===== config.mk =====
export PLATFORM = sky130hd
export DESIGN_NAME = regfile_arbiter
export DESIGN_NICKNAME = d
export VERILOG_FILES = /design/src/rtl/regfile_arbiter.sv
export SDC_FILE = /design/constraint.sdc
export NUM_CORES = 1
export LEC_CHECK = 0
export ABC_AREA = 0
export BUFFER_PORTS_ARGS = -buffer_cell sky130_fd_sc_hd__buf_2
export CAP_MARGIN = 20
export CORE_MARGIN = 2
export CORE_UTILIZATION = 43
export CTS_BUF_LIST = sky130_fd_sc_hd__clkbuf_2
export DETAILED_ROUTE_END_ITERATION = 8
export PLACE_DENSITY = 0.89
export SLEW_MARGIN = 5
export SYNTH_ARGS = -nofsm -noshare
export SYNTH_HDL_FRONTEND = slang
export SYNTH_SLANG_ARGS = --single-unit

===== constraint.sdc =====
create_clock -name clk -period 1.63 [get_ports clk]
set_input_delay 0 -clock clk [delete_from_list [all_inputs] [get_ports clk]]
set_output_delay 0 -clock clk [all_outputs]
set_load 0.01 [all_outputs]

===== src/rtl/regfile_arbiter.sv =====
// Two-requester arbiter in front of an 8x8 register file. It clears all entries after reset.
// Defining REGFILE_ARB_ROUND_ROBIN_EN selects round-robin contention; the default is fixed priority to requester 0.
module regfile_arbiter (
  input  logic       clk,
  input  logic       reset,
  input  logic       req0_valid,
  input  logic       req0_we,
  input  logic [2:0] req0_addr,
  input  logic [7:0] req0_wdata,
  output logic       req0_ready,
  output logic       req0_rvalid,
  output logic [7:0] req0_rdata,
  input  logic       req1_valid,
  input  logic       req1_we,
  input  logic [2:0] req1_addr,
  input  logic [7:0] req1_wdata,
  output logic       req1_ready,
  output logic       req1_rvalid,
  output logic [7:0] req1_rdata,
  output logic       rf_write_en,
  output logic [2:0] rf_write_addr,
  output logic [7:0] rf_data_in,
  output logic [2:0] rf_read_addr,
  input  logic [7:0] rf_data_out,
  output logic       init_done
);

  typedef enum logic {INIT, RUN} state_t;

  state_t     state_q, state_d;
  logic [2:0] cnt_q, cnt_d;
  logic       init_done_q, init_done_d;
  logic       rvalid0_q, rvalid0_d, rvalid1_q, rvalid1_d;
  logic [7:0] rdata0_q, rdata0_d, rdata1_q, rdata1_d;
  logic       gnt0, gnt1;
`ifdef REGFILE_ARB_ROUND_ROBIN_EN
  logic       prio_q, prio_d;  // requester that wins the next contention
`endif

  always_comb begin
    gnt0 = 1'b0;
    gnt1 = 1'b0;
    if (!reset && state_q == RUN) begin
`ifdef REGFILE_ARB_ROUND_ROBIN_EN
      if (req0_valid && req1_valid) begin
        gnt0 = ~prio_q;
        gnt1 = prio_q;
      end else begin
        gnt0 = req0_valid;
        gnt1 = req1_valid;
      end
`else
      gnt0 = req0_valid;
      gnt1 = req1_valid && !req0_valid;
`endif
    end
  end

  assign req0_ready = gnt0;
  assign req1_ready = gnt1;

  always_comb begin
    rf_write_en   = 1'b0;
    rf_write_addr = 3'd0;
    rf_data_in    = 8'd0;
    rf_read_addr  = 3'd0;
    if (!reset && state_q == INIT) begin
      rf_write_en   = 1'b1;
      rf_write_addr = cnt_q;
    end else if (gnt0) begin
      if (req0_we) begin
        rf_write_en   = 1'b1;
        rf_write_addr = req0_addr;
        rf_data_in    = req0_wdata;
      end else begin
        rf_read_addr  = req0_addr;
      end
    end else if (gnt1) begin
      if (req1_we) begin
        rf_write_en   = 1'b1;
        rf_write_addr = req1_addr;
        rf_data_in    = req1_wdata;
      end else begin
        rf_read_addr  = req1_addr;
      end
    end
  end

  always_comb begin
    state_d     = state_q;
    cnt_d       = cnt_q;
    init_done_d = init_done_q;
    rvalid0_d   = gnt0 && !req0_we;
    rvalid1_d   = gnt1 && !req1_we;
    rdata0_d    = (gnt0 && !req0_we) ? rf_data_out : rdata0_q;
    rdata1_d    = (gnt1 && !req1_we) ? rf_data_out : rdata1_q;
    if (state_q == INIT) begin
      cnt_d = cnt_q + 3'd1;
      if (cnt_q == 3'd7) begin
        state_d     = RUN;
        init_done_d = 1'b1;
      end
    end
`ifdef REGFILE_ARB_ROUND_ROBIN_EN
    prio_d = gnt0 ? 1'b1 : (gnt1 ? 1'b0 : prio_q);
`endif
  end

  always_ff @(posedge clk) begin
    if (reset) begin
      state_q     <= INIT;
      cnt_q       <= 3'd0;
      init_done_q <= 1'b0;
      rvalid0_q   <= 1'b0;
      rvalid1_q   <= 1'b0;
      rdata0_q    <= 8'd0;
      rdata1_q    <= 8'd0;
`ifdef REGFILE_ARB_ROUND_ROBIN_EN
      prio_q      <= 1'b0;
`endif
    end else begin
      state_q     <= state_d;
      cnt_q       <= cnt_d;
      init_done_q <= init_done_d;
      rvalid0_q   <= rvalid0_d;
      rvalid1_q   <= rvalid1_d;
      rdata0_q    <= rdata0_d;
      rdata1_q    <= rdata1_d;
`ifdef REGFILE_ARB_ROUND_ROBIN_EN
      prio_q      <= prio_d;
`endif
    end
  end

  // A pulse already registered is suppressed while reset is held.
  assign req0_rvalid = rvalid0_q & ~reset;
  assign req1_rvalid = rvalid1_q & ~reset;
  assign req0_rdata  = rdata0_q;
  assign req1_rdata  = rdata1_q;
  assign init_done   = init_done_q;

endmodule


; ---- After elaboration in Yosys (flattened, before gate mapping)
; Index checks and enable logic that the tools add are counted.
[word_totals]
elab_cells = 47
out_inout_bits = 36
ff_bits = 23
input_bits = 36
[op_classes]
add_sub_neg = 1
n_reduce_logical = 10
eq_ne = 1
muxes = 24
bitwise = 4
[ops]
columns = operator, n
row1 = two-way mux 8 bit, 5
row2 = two-way mux 3 bit, 10
row3 = two-way mux 1 bit, 9
row4 = logical AND 1 bit, 5
row5 = zero test 1 bit, 4
row6 = adder 3 x 1 -> 3 bit (second input constant), 1
row7 = == test 3 bit (second input constant), 1
row8 = AND 1 bit, 2
row9 = inverter 1 bit, 2
row10 = AND reduction 2 bit, 1

; ---- Logic depth before layout (Yosys ltp)
[logic_depth]
ltp_word = 6
ltp_mapped = 7
depth_no_buf = 4

; ---- Least setup slack after synthesis
; No wires, ideal clock.
[synth_timing]
path_kind = reg2reg
startpoint = register state_q
endpoint = register rdata0_q[7] (netlist: req0_rdata[7])
stages_incl_launch_ff = 6
path_slack_ns = 0.402
arrival_ns = 1.100
setup_time_ns = 0.128
t_required_ns = 1.502
period_less_slack_ns = 1.228
path_buffers = 2
path_cell_list = dfxtp_1 -> buf_4 -> and4bb_2 -> buf_6 -> mux2i_1 -> nor2_1
[synth_via]
elab_chain_len = 3
[synth_lines]
columns = item, line
row1 = start: declaration, 30  ; state_t state_q, state_d;
row2 = start signal: assignment, 122  ; state_q <= state_d;
row3 = logical AND 1 bit, 43  ; if (!reset && state_q == RUN) begin
row4 = two-way mux 1 bit, 43
row5 = logical AND 1 bit, 95  ; rdata0_d = (gnt0 && !req0_we) ? rf_data_out : rdata0_q;
row6 = end signal: assignment, 127  ; rdata0_q <= rdata0_d;
row7 = end: declaration, 34  ; logic [7:0] rdata0_q, rdata0_d, rdata1_q, rdata1_d;
; No other way between the ends.
; A chain may end at the register's enable or synchronous reset.

; ---- Worst setup path in the final report
[layout_timing]
startpoint = register state_q
endpoint = output rf_data_in[7]
[layout_via]
elab_chain_len = 5
elab_cells_between_ends = 8
classes_between = mux (5) / bitwise (1) / reduce/logical (2)
[layout_lines]
columns = item, line
row1 = logical AND 1 bit, 43
row2 = two-way mux 1 bit, 43
row3 = two-way mux 8 bit, 78  ; end else if (gnt1) begin
row4 = two-way mux 8 bit, 70  ; end else if (gnt0) begin
row5 = two-way mux 8 bit (*), 67  ; if (!reset && state_q == INIT) begin
row6 = end: declaration, 22  ; output logic [7:0] rf_data_in,
; Every way passes the cells marked *; elsewhere a longest branch is shown, timed or not.

==> impl_metrics.json <==
{
  "grt_pass1_wl_um": 4600,
  "via_per_inst": 5.23,
  "finClkSkew_ps": 6.61,
  "overflow": 0,
  "cp_top_family": "simple AND/OR/NAND/NOR gates",
  "ant_nets": 0,
  "grt_pass1_vias": 1044,
  "rows": 18,
  "cts-htree-levels": 1,
  "coreArea_mm2": 0.00245,
  "slowest_stage": "dfxtp_2",
  "syn_avg_cell_area_um2": 9.35,
  "wl_met2_um": 1530,
  "synth_nets": 156,
  "register_area_um2": 462,
  "grt_max_degree": 17,
  "synth_cell_types": 25,
  "fmax_mhz": 649,
  "cts_tree": "yes",
  "nets": 237,
  "power_density_mw_per_mm2": 590,
  "end_kind": "output port",
  "boundaryPins": 72,
  "syn_area_mm2": 0.00110,
  "yosys-top-cells-area": "dfxtp_1 (42%), mux2i_1 (9.1%), a22o_1 (8.7%)",
  "worst-setup-path-type": "flip-flop to output port",
  "ys_ff_latch": 23,
  "cts_root_buf": "clkbuf_2",
  "startpoint_type": "flip-flop",
  "required_ps": 1630,
  "ys_seq_area_share_pct": 41.7,
  "numCtsBuffers": 3,
  "worstMarginPinSlew_ps": 257,
  "wl_met1_um": 1320,
  "rsz0062_at_grt": "no",
  "ys_warn_count": 0,
  "synth_edf_count": 0,
  "n_fill_cell": 208,
  "crit_fanout": 8,
  "drt_wl_total_um": 3110,
  "hold_class": "input pin to flip-flop",
  "combPwrFrac_pct": 14.0,
  "cap_viol_max_count": 0,
  "status": "complete, no violations",
  "leakagePower_nw": 0.779,
  "layout.cells.non_filler": 228,
  "insertion_delay_ps": 330,
  "p_clk_share_pct": 24.1,
  "pre_cts_ws_ps": 300,
  "seqPwrFrac_pct": 61.8,
  "post-route-min-period_ps": 1540,
  "synth-async-reset-ratio_pct": 0,
  "vias": 1193,
  "synth_ff_type": "dfxtp_1",
  "power_mw": 0.937,
  "clk_pin_slew_ps": 210,
  "drive_gt1_share_pct": 44.4,
  "portBuffers": 71,
  "holdWs_ps": 9.39,
  "wl_per_cell_um": 13.6,
  "synthCells": 118,
  "crit_chain": "nand4bb_4 -> nor2_4 -> a22o_1 -> buf_2",
  "wl_met3_um": 209,
  "syn_to_final_growth_pct": 44.0,
  "fp.dieW_um": 54.7,
  "switching_share_pct": 25.8,
  "maxSlewHeadroom_pct": 82.8,
  "irDropWorstVdd_uv": 459,
  "globalplace.congestion": 0.729,
  "dieHeight_um": 54.7,
  "cp.arrival_ps": 1540,
  "yosys.area.top_type": "dfxtp_1",
  "die_area_mm2": 0.00299,
  "intPower_mw": 0.695,
  "multi_input_area_um2": 578,
  "groute.usage.overall_pct": 21.2,
  "routed.top_layer": "met4",
  "slew_viol_final": 0,
  "yosys.area.top_type_share_pct": 41.7,
  "drc": 0,
  "clock-sinks": 23,
  "antenna_found_initial": 0,
  "hold_viol": 0,
  "p_sw_mw": 0.242,
  "setup_ws_ps": 89.9,
  "dp_cells": 212,
  "utilization_pct": 64.7,
  "dpl.hpwl_um": 2250,
  "path_buf_inv": 1,
  "n_antenna_cell": 0,
  "setup_viol": 0,
  "cpPeakStageDelay_ps": 430,
  "drt_iter0_drc": 29,
  "firstDrtPassIters": 4,
  "cts.path.max_buffers": 2,
  "initial_core_util_pct": 45.0,
  "post-route-period-util_pct": 94.5
}
state kept, by name (all words and copies together), names as in the netlist:
register,flops
cnt_q,3
rvalid0_q,1
state_q,1
init_done,1
rvalid1_q,1
req0_rdata,8
req1_rdata,8
cells in the final DEF (no fill, tap or decap), types with 2 or more instances in the layout:
cell / instances
buf_4: 4
dfxtp_1: 22
a21oi_1: 9
a22oi_1: 3
nor2b_1: 2
nand2_1: 4
a22o_1: 11
ha_1: 2
dlygate4sd3_1: 9
mux2i_1: 10
buf_2: 71
o21ai_0: 8
nor2_1: 16
nand3_1: 11
nor2_4: 3
clkbuf_2: 3
power by group through the flow:
stage / combinational (mW) / sequential (mW) / clock (mW)
4_1_cts: 0.128 / 0.579 / 0.231
3_3_place_gp: 0.107 / 0.589 / 0
5_1_grt: 0.145 / 0.580 / 0.249
6_report: 0.132 / 0.579 / 0.226
2_1_floorplan: 0.0458 / 0.588 / 0
3_5_place_dp: 0.111 / 0.589 / 0
metrics by stage:
stage | TNS [ps] | cell area, um^2
after floorplan | 0 | 1100
after global placement | 0 | 1430
after detailed placement | 0 | 1430
after CTS | -3.61 | 1550
after global routing | 0 | 1590
final | 0 | 1590
metal layers:
layer	up-vias	track usage [%]
met2	53	34.9
met4	0	7.50
met3	6	4.10
li1	590	-
met1	544	27.2
met5	-	0
synthesized netlist by cell type (2+ instances only):
cell type and instances:
nand3_1 11, clkbuf_1 3, o21ai_0 8, nor2_1 16, a22o_1 11, mux2i_1 10, nand2_1 4, nor2b_1 2
dfxtp_1 23, a21oi_1 9, a22oi_1 3, nor2_2 2, ha_1 2, buf_6 3
final timing paths:
| check | cells past startpoint | endpoint | slack (ps) | startpoint |
|---|---|---|---|---|
| max | 4 | rf_data_in[7] | 90 | state_q |
| min | 2 | rvalid1_q | 9 | req1_we |
| max reg2reg | 4 | req1_rdata[3] | 410 | state_q |
| min reg2reg | 2 | req1_rdata[0] | 490 | req1_rdata[0] |
layout make-up:
cell class / instances / share of cell area (%)
Clock buffer: 3 / 0.945
Clock inverter: 1 / 0.315
Inverter: 3 / 1.02
Multi-Input combinational cell: 84 / 36.4
Sequential cell: 23 / 29.1
Tap cell: 30 / 2.36
Timing Repair Buffer: 84 / 29.9
kinds of logic (layout without fill, tap and decap cells):
family / Yosys count / after routing / synth area share (%)
AO/OA/AOI/OAI: 31 / 31 / 18.5
XOR/XNOR: 1 / 1 / 0.794
adder cells (fa/ha/maj): 2 / 2 / 2.27
buffers and inverters: 12 / 91 / 8.50
flip-flops: 23 / 23 / 41.7
multiplexers: 10 / 10 / 9.07
AND/OR/NAND/NOR: 39 / 40 / 19.2
timing repair:
action	CTS	global route
hold endpoints to repair	16	0
pin swaps	0	2
gates cloned	0	1
endpoints found under the setup margin	12	14
buffers inserted	0	2
hold buffers	9	0
resized for setup	2	5
(Power assumes the default switching activity.)
